### src/rtl/weight_prefetch_ctrl.sv
`default_nettype none
// ============================================================================
// Module      : weight_prefetch_ctrl
// Description : Weight fetch-and-stream controller for the Winograd CNN
//               datapath. It latches the layer configuration and fetches one
//               weight tile covering two output-depth slots (TAPS lanes each)
//               from the weight memory. The tile is held until started, then
//               streamed to the PE array with backpressure for a configurable
//               number of accepted beats.
// Revision    : 1.0 - initial release
// ----------------------------------------------------------------------------
// Ports
//   clk, reset         : clock; asynchronous active-low reset
//   cfg_*              : layer configuration, latched on cfg_wen_i in IDLE
//   od1_i, od2_i, id_i : slot 0 / slot 1 output depth and input depth
//   prepare_i          : fetch request (IDLE, or READY to replace the tile)
//   start_i            : stream request (READY only)
//   ready_o            : a complete tile is buffered
//   err_o              : one-cycle pulse on a rejected prepare_i
//   mem_req_o          : one-cycle read strobe, mem_addr_o valid with it
//   mem_addr_o         : per-lane read address (0 on inactive lanes)
//   mem_valid_i/addr_i/data_i : per-lane response with echoed address
//   pe_valid_o         : tile is being presented to the PE array
//   pe_ready_i         : PE array accepts the current beat
//   pe_lane_en_o       : active-lane mask while streaming
//   pe_data_o          : per-lane weights while streaming (0 when inactive)
// ============================================================================
module weight_prefetch_ctrl #(
    parameter  int TAPS   = 9,
    parameter  int DATA_W = 16,
    parameter  int ADDR_W = 16,
    parameter  int OD_W   = 8,
    parameter  int ID_W   = 4,
    localparam int LANES  = 2 * TAPS
) (
    input  logic                           clk,
    input  logic                           reset,

    input  logic                           cfg_wen_i,
    input  logic [ID_W-1:0]                cfg_total_id_i,
    input  logic [OD_W-1:0]                cfg_total_od_i,
    input  logic                           cfg_size_type_i,
    input  logic [ADDR_W-1:0]              cfg_base_i,
    input  logic [7:0]                     cfg_reuse_i,

    input  logic [OD_W-1:0]                od1_i,
    input  logic [OD_W-1:0]                od2_i,
    input  logic [ID_W-1:0]                id_i,
    input  logic                           prepare_i,
    input  logic                           start_i,
    output logic                           ready_o,
    output logic                           err_o,

    output logic                           mem_req_o,
    output logic [LANES-1:0][ADDR_W-1:0]   mem_addr_o,
    input  logic [LANES-1:0]               mem_valid_i,
    input  logic [LANES-1:0][ADDR_W-1:0]   mem_addr_i,
    input  logic [LANES-1:0][DATA_W-1:0]   mem_data_i,

    output logic                           pe_valid_o,
    input  logic                           pe_ready_i,
    output logic [LANES-1:0]               pe_lane_en_o,
    output logic [LANES-1:0][DATA_W-1:0]   pe_data_o
);

    // Wide enough that (od*total_id + id)*TAPS + t + base never overflows
    // before the final truncation to ADDR_W.
    localparam int FULL_W = ADDR_W + OD_W + ID_W + $clog2(TAPS) + 2;

    typedef enum logic [1:0] {
        ST_IDLE    = 2'd0,
        ST_PREPARE = 2'd1,
        ST_READY   = 2'd2,
        ST_STREAM  = 2'd3
    } state_t;

    state_t                       state_q,     state_d;
    logic [ID_W-1:0]              total_id_q,  total_id_d;
    logic [OD_W-1:0]              total_od_q,  total_od_d;
    logic                         size_type_q, size_type_d;
    logic [ADDR_W-1:0]            base_q,      base_d;
    logic [7:0]                   reuse_q,     reuse_d;
    logic [LANES-1:0][ADDR_W-1:0] addr_q,      addr_d;
    logic [LANES-1:0]             act_q,       act_d;
    logic [LANES-1:0]             cap_q,       cap_d;
    logic [LANES-1:0][DATA_W-1:0] data_q,      data_d;
    logic [7:0]                   beat_q,      beat_d;
    logic                         err_q,       err_d;
    logic                         mem_req_q,   mem_req_d;

    logic [LANES-1:0]             req_act;
    logic [LANES-1:0][ADDR_W-1:0] req_addr;
    logic [1:0]                   slot_ok;
    logic                         prep_ok;
    logic                         take_prep;
    logic                         streaming;

    // ------------------------------------------------------------------
    // Requested lane mask and addresses for the indices currently on the
    // inputs, evaluated against the latched configuration. Lane index is
    // slot*TAPS + tap.
    // ------------------------------------------------------------------
    for (genvar s = 0; s < 2; s++) begin : g_slot
        logic [OD_W-1:0]   od_sel;
        logic [FULL_W-1:0] row;

        assign od_sel     = (s == 0) ? od1_i : od2_i;
        assign slot_ok[s] = (od_sel < total_od_q);
        assign row        = FULL_W'(od_sel) * FULL_W'(total_id_q) + FULL_W'(id_i);

        for (genvar t = 0; t < TAPS; t++) begin : g_tap
            logic lane_act;

            // A 1x1 kernel only uses tap 0 of each slot.
            assign lane_act = slot_ok[s] & (~size_type_q | (t == 0));
            assign req_act[s*TAPS+t] = lane_act;
            assign req_addr[s*TAPS+t] = !lane_act ? '0 :
                size_type_q ? ADDR_W'(FULL_W'(base_q) + row)
                            : ADDR_W'(FULL_W'(base_q) + row * FULL_W'(TAPS) + FULL_W'(t));
        end
    end

    assign prep_ok = (id_i < total_id_q) && (|req_act);

    // ------------------------------------------------------------------
    // Next-state and datapath update
    // ------------------------------------------------------------------
    always_comb begin
        state_d     = state_q;
        total_id_d  = total_id_q;
        total_od_d  = total_od_q;
        size_type_d = size_type_q;
        base_d      = base_q;
        reuse_d     = reuse_q;
        addr_d      = addr_q;
        act_d       = act_q;
        cap_d       = cap_q;
        data_d      = data_q;
        beat_d      = beat_q;
        err_d       = 1'b0;
        mem_req_d   = 1'b0;
        take_prep   = 1'b0;

        case (state_q)
            ST_IDLE: begin
                if (cfg_wen_i) begin
                    total_id_d  = cfg_total_id_i;
                    total_od_d  = cfg_total_od_i;
                    size_type_d = cfg_size_type_i;
                    base_d      = cfg_base_i;
                    reuse_d     = cfg_reuse_i;
                end
                // The fetch uses the configuration already latched, not a
                // value being written in the same cycle.
                if (prepare_i) begin
                    if (prep_ok) take_prep = 1'b1;
                    else         err_d     = 1'b1;
                end
            end

            ST_PREPARE: begin
                // Only an active lane whose echo matches its own request is
                // accepted; repeats simply overwrite the stored word.
                for (int l = 0; l < LANES; l++) begin
                    if (mem_valid_i[l] && act_q[l] && (mem_addr_i[l] == addr_q[l])) begin
                        cap_d[l]  = 1'b1;
                        data_d[l] = mem_data_i[l];
                    end
                end
                if (cap_d == act_q) state_d = ST_READY;
            end

            ST_READY: begin
                // A new prepare replaces the buffered tile and takes
                // priority over start; a rejected one leaves the tile held.
                if (prepare_i) begin
                    if (prep_ok) take_prep = 1'b1;
                    else         err_d     = 1'b1;
                end else if (start_i) begin
                    state_d = ST_STREAM;
                    beat_d  = (reuse_q == 8'd0) ? 8'd1 : reuse_q;
                end
            end

            ST_STREAM: begin
                if (pe_ready_i) begin
                    if (beat_q <= 8'd1) begin
                        state_d = ST_IDLE;
                        addr_d  = '0;
                        act_d   = '0;
                        cap_d   = '0;
                        data_d  = '0;
                        beat_d  = '0;
                    end else begin
                        beat_d = beat_q - 8'd1;
                    end
                end
            end

            default: state_d = ST_IDLE;
        endcase

        if (take_prep) begin
            state_d   = ST_PREPARE;
            addr_d    = req_addr;
            act_d     = req_act;
            cap_d     = '0;
            data_d    = '0;
            mem_req_d = 1'b1;
        end
    end

    always_ff @(posedge clk or negedge reset) begin
        if (!reset) begin
            state_q     <= ST_IDLE;
            total_id_q  <= '0;
            total_od_q  <= '0;
            size_type_q <= 1'b0;
            base_q      <= '0;
            reuse_q     <= '0;
            addr_q      <= '0;
            act_q       <= '0;
            cap_q       <= '0;
            data_q      <= '0;
            beat_q      <= '0;
            err_q       <= 1'b0;
            mem_req_q   <= 1'b0;
        end else begin
            state_q     <= state_d;
            total_id_q  <= total_id_d;
            total_od_q  <= total_od_d;
            size_type_q <= size_type_d;
            base_q      <= base_d;
            reuse_q     <= reuse_d;
            addr_q      <= addr_d;
            act_q       <= act_d;
            cap_q       <= cap_d;
            data_q      <= data_d;
            beat_q      <= beat_d;
            err_q       <= err_d;
            mem_req_q   <= mem_req_d;
        end
    end

    // ------------------------------------------------------------------
    // Outputs
    // ------------------------------------------------------------------
    assign streaming    = (state_q == ST_STREAM);
    assign ready_o      = (state_q == ST_READY);
    assign err_o        = err_q;
    assign mem_req_o    = mem_req_q;
    assign mem_addr_o   = addr_q;
    assign pe_valid_o   = streaming;
    assign pe_lane_en_o = streaming ? act_q : '0;

    always_comb begin
        pe_data_o = '0;
        for (int l = 0; l < LANES; l++) begin
            if (streaming && act_q[l]) pe_data_o[l] = data_q[l];
        end
    end

endmodule
`default_nettype wire

### config.mk
export PLATFORM = sky130hd
export DESIGN_NAME = weight_prefetch_ctrl
export DESIGN_NICKNAME = d
export VERILOG_FILES = /design/src/rtl/weight_prefetch_ctrl.sv
export SDC_FILE = /design/constraint.sdc
export NUM_CORES = 2
export LEC_CHECK = 0
export BUFFER_PORTS_ARGS = -buffer_cell sky130_fd_sc_hd__buf_2
export CELL_PAD_IN_SITES_DETAIL_PLACEMENT = 1
export CELL_PAD_IN_SITES_GLOBAL_PLACEMENT = 2
export CORE_AREA = 2 2 482 484
export CTS_CLUSTER_DIAMETER = 150
export DETAILED_ROUTE_END_ITERATION = 10
export DIE_AREA = 0 0 484 486
export PLACE_DENSITY_LB_ADDON = 0.1
export SLEW_MARGIN = 25
export SYNTH_ARGS = -nofsm -noshare
export SYNTH_HDL_FRONTEND = slang
export SYNTH_SLANG_ARGS = --single-unit
### constraint.sdc
create_clock -name clk -period 17.1 [get_ports clk]
set_input_delay 3.42 -clock clk [delete_from_list [all_inputs] [get_ports clk]]
set_output_delay 3.42 -clock clk [all_outputs]
set_load 0.05 [all_outputs]
After elaboration in Yosys (flattened, before gate mapping)
Cells that the tools add are included.
Widths: inputs -> output; s select.
{"block": "classes", "n_addsub": 23, "mul": 4, "n_div": 0, "order_cmp": 4, "n_eq_ne": 48, "n_shift": 0, "n_mux": 141, "n_bitwise": 3, "n_reduce_logical": 88}
{"op": "$mux 288", "n": 5}
{"op": "$mux 16", "n": 72}
{"op": "$pmux 288 s2", "n": 1}
{"op": "$eq 16x16->1", "n": 18}
{"op": "$add 16x3->16 const B", "n": 8}
{"op": "$mux 18", "n": 6}
{"op": "$reduce_and 4->1", "n": 19}
{"op": "$add 16x2->16 const B", "n": 4}
{"op": "$ne 3x3->1 const B", "n": 20}
{"op": "$logic_and 1x1->1", "n": 55}
{"op": "$mux 1", "n": 43}
{"op": "$mux 8", "n": 5}
{"op": "$pmux 18 s2", "n": 1}
{"op": "$add 16x1->16 const B", "n": 2}
{"op": "$add 16x13->16", "n": 2}
{"op": "$add 16x16->16", "n": 2}
{"op": "$add 16x4->16 const B", "n": 2}
{"op": "$mul 13x4->16 const B", "n": 2}
{"op": "$add 12x4->13", "n": 2}
{"op": "$mul 8x4->12", "n": 2}
{"op": "$eq 18x18->1", "n": 1}
{"op": "$lt 8x8->1", "n": 2}
{"op": "$pmux 8 s2", "n": 1}
{"op": "$mux 2", "n": 6}
{"op": "20 further kinds", "n": 30}
{"block": "totals", "reg_bits": 661, "latch_bits": 0, "ramBits": 0, "romBits": 0, "input_bits": 657, "output_inout_bits": 598, "wordCells": 358, "n_memories": 0}

Depth between registers and ports, before layout
{"block": "depth", "ltp_word": 9, "ltp_mapped": 32, "ltp_nobuf": 29}

Worst setup path after synthesis
No wires, ideal clock.
{"block": "synth_timing", "kind": "in2reg", "start": "input od1_i[0]", "end": "register addr_q, in the netlist mem_addr_o[127]", "setup_ps": 131, "arrival_time_ps": 9771, "t_required_ps": 16969, "slack_ps": 7197, "stages": 30, "n_path_buf": 2, "cell_sequence": "nand2_1 -> fa_1 -> fa_1 -> fa_1 -> inv_1 -> ha_1 -> a21o_1 -> a21oi_1 -> o21bai_1 -> a21oi_1 -> o21bai_1 -> a21oi_1 -> o21bai_1 -> a21oi_1 -> xor2_1 -> ha_1 -> inv_1 -> fa_1 -> inv_1 -> ha_1 -> o21ai_0 -> nand2b_1 -> and3_1 -> mux2i_1 -> o2111a_1 -> clkbuf_1 -> buf_1 -> nand4_1 -> xnor2_1 -> o2bb2ai_1"}
{"block": "synth_between", "elab_chain_len": 9, "elab_cells_between_ends": 20, "cone_classes": "add/sub (4); mul (2); order compare (1); mux (6); bitwise (1); reduce/logical (6)"}
{"item": "from (decl)", "line": "46", "text": "input logic [OD_W-1:0] od1_i,"}
{"item": "branches (longest 9 deep; another with $mul 13x4->16)"}
{"item": "to (signal assigned)", "line": "235", "text": "addr_q <= addr_d;"}
{"item": "to (decl)", "line": "83", "text": "logic [LANES-1:0][ADDR_W-1:0] addr_q, addr_d;"}
Several ways; the timed one is not identified.
A chain may end at the register's enable or synchronous reset.

Final worst setup path
{"block": "layout_timing", "start": "input od2_i[2]", "end": "register addr_q, in the netlist mem_addr_o[270]"}
{"block": "layout_between", "elab_chain_len": 9, "elab_cells_between_ends": 20, "cone_classes": "add/sub (4); mul (2); order compare (1); mux (6); bitwise (1); reduce/logical (6)"}
{"item": "from (decl)", "line": "47", "text": "input logic [OD_W-1:0] od2_i,"}
{"item": "branches (longest 9 deep; another with $mul 13x4->16)"}
Several ways; the timed one is not identified.

==> results.md <==
* Worst-margin pin slew at 1.039 ns
* Headroom to the max-slew limit at 30.74%
* Run status: completed
* Vias in the first global route at 38480
* DR vias at around 37000
* Total length of routed wires at around 250000 um
* Via-per-instance ratio at 4.284
* Post-Synthesis Cells at 4278
* Number of violations reported at the end of detailed-routing iteration 0 at 1735
* Fill cell count at 26730
* Buffers plus inverters on the worst setup path at 4
* Sequential cell area fraction in the yosys report at between 30% and 40%
* Delay contributed by the slowest stage of the critical path at ~0.95 ns
* Layout Cell Area excl Fill at approximately 54000 sq um
* Post-synth net total at 5171
* Most common cell after layout, fill and taps aside: buf_2
* Top area cells in the synthesized netlist: dfrtp_1 (39%), xnor2_1 (7.8%), mux2i_1 (6.7%), ha_1 (5.5%), a22o_1 (4.8%)
* Die Outline Area at 235200 sq um
* Die height at 486 um
* Die Span X at 484 um
* Maximum buffer depth of the clock tree at 3
* Top fanout value on the critical path at 10
* Family with the most delay on the worst path: simple AND/OR/NAND/NOR gates
* CTS sink count at 627
* Floorplan row count at roughly 180
* Share of the clock period used by the worst path at 61.21%
* Post-CTS setup-driven buffer insertion count at 0
* Number of nets in the final layout at 6341
* Top_reg_cell synth: dfrtp_1
* Total core area at between 200000 and 250000 sq um
* Htree depth at 3
* Final GP Congestion at 0.8387
* Synthesis-stage register bit count at 627
* Drt first pass iters at 5
* Number of antenna violations at the first check in global routing at 129
* Slew Limit Fails at 0
* Post-synth design cell area at 40630 sq um
* Area of the multi-input gates at between 20000 and 25000 sq um
* Cell chosen for the clock root: clkbuf_16
* Initial cell density of the core at 17.71%
* WS Path Type: in2reg
* Data required time of the worst path at 17.73 ns
* Post-synthesis average cell area at 9.497 sq um
* Post-synthesis async set-or-reset flop share at 100.0%
* Data arrival time of the worst path at 11.10 ns
* Number of buffers created by CTS at 91
* Post-synth top area share at 38.62%
* Time the final worst path needs with I/O delays and setup at 10.47 ns
* Detailed-route wire length per cell at ~29 um
* Placed wire-length estimate after detailed placement at 199600 um
* Post_cts resized at 0
* Clk Latency, worst-skew pair at around 0.75 ns
* Class of the worst hold path: reg2reg
* GR Util All Layers at about a fifth
* Yosys warning total at 0
* Worst Setup End Kind: register
* Cell type of the slowest stage on the worst timing path: nor4_4
* Sequential standard cell area at 15690 sq um
* Remaining design rule violation count at 0
* I/O pin count at 1255
* Maximum clock skew at final layout at between 0.05 and 0.06 ns
* Unrepaired setup endpoints after global routing: no
* Post-synthesis to final-layout area growth at 32.48%
* # port buffers at 1254
* Highest achievable clock rate at ~96 MHz
* Unique masters post-synth at 85
* Wire length of the first global-routing pass at 339600 um
* Placed cell area at 50570 sq um
* Clock transition at the registers of the reported paths at 0.06 ns
* Total negative slack at 0 ns
* Fraction of final layout cells with drive strength greater than 1 at between 20 and 30%
* Final hold violation count at 0
* TritonCTS clock tree: yes
* Post-DRT Antenna Nets at 0
* Number of buffers inserted by hold repair at cts at 0
* Largest net degree at the start of global routing at 145
* Critical path launch point type: primary input
* Biggest area consumer among synthesized cells: dfrtp_1
* Max-cap check violation count at 0
* Final setup viols at 0
* Residual overflow from global routing at 0
* Top library cells by usage in the layout, fill and taps aside: buf_2 (1253), dfrtp_1 (626), inv_1 (429)
* Number of enable flip-flop cells after synthesis at 0
[sequential cells by signal, indices dropped and copies added (netlist names)]
signal	count
act_q	4
base_q	16
beat_q	8
cap_q	18
data_q	288
err_o	1
mem_addr_o	268
mem_req_o	1
reuse_q	8
size_type_q	1
state_q	2
total_id_q	4
total_od_q	8
[kinds of logic (layout without fill, tap and decap cells)]
logic type | Yosys count | in the layout | share of synthesized area, %
flops | 627 | 627 | 38.62
xor+xnor | 543 | 543 | 11.74
buf+inv | 700 | 1940 | 6.883
compound gates | 605 | 605 | 11.40
fa+ha+maj | 236 | 236 | 8.302
other cells | 0 | 27 | 0
simple gates | 1279 | 1279 | 15.92
mux | 288 | 288 | 7.144
[metal layers]
layer  vias to the layer above  part of all wire [%]  global-route usage, %
li1                      16840                     -                      -
met1                     18620                    45                  26.86
met2                       917                    48                  35.09
met3                       292                   4.9                  4.355
met4                        58                   1.8                  3.412
met5                         -                  0.15                      0
[worst paths after layout]
check                      depth (start not counted)  slack (ns)           from               to
max in group asynchronous                          4       11.94          reset      data_q[177]
hold reg to reg                                    1        0.48    data_q[150]      data_q[150]
min in group asynchronous                          1        2.64          reset  mem_addr_o[100]
hold / removal                                     1        0.48    data_q[150]      data_q[150]
setup / recovery                                  26        6.63       od2_i[2]  mem_addr_o[270]
setup reg to reg                                  25        8.63  total_id_q[2]  mem_addr_o[270]
[through the flow]
| step | hold slack, ns | instances | setup WS [ns] | utilization (%) |
|---|---|---|---|---|
| after global routing | 0.4994 | 8550 | 6.202 | 23.44 |
| after global placement | 0.4667 | 8381 | 6.048 | 22.03 |
| after floorplan | 0.4544 | 4278 | 7.197 | - |
| after detailed placement | 0.4698 | 8381 | 5.866 | 22.04 |
| final | 0.4763 | 8571 | 6.633 | 23.46 |
| after CTS | 0.4828 | 8544 | 6.708 | 23.42 |
[cell usage after synthesis (5+ instances only)]
cell type / number
buf_1: 20
and3_1: 15
mux2i_1: 272
nand2_1: 388
mux2_2: 16
a21boi_0: 5
or2_2: 5
a31oi_1: 14
buf_4: 37
buf_2: 24
inv_1: 429
a21bo_2: 32
or3_1: 22
nand4_1: 98
a22o_1: 222
a21oi_1: 78
ha_1: 180
nor3_1: 192
nand2b_1: 25
nor2_1: 158
nor2b_1: 11
o21a_1: 14
o21ai_1: 20
nor4_1: 57
or4_1: 9
nand3_1: 57
o31ai_1: 6
fa_1: 56
dfrtp_1: 627
clkbuf_1: 188
o21ai_0: 72
o21bai_1: 11
o2bb2ai_1: 42
a21o_1: 24
xnor2_1: 362
xor2_1: 180
and2_1: 214
a211oi_1: 10
[cell type report]
type                       instances  area share [%]
inverter                         431           3.010
clock inverter                    38          0.9554
clock buffer                     125           4.951
tap                             3026           7.034
sequential                       627           29.15
multi-input combinational       2951           41.72
antenna                           27          0.1255
timing repair buffer            1346           13.05
Power is left out: the tool's default activity adds up to more than one toggle a clock period on the data nets, which glitch-free logic cannot reach.
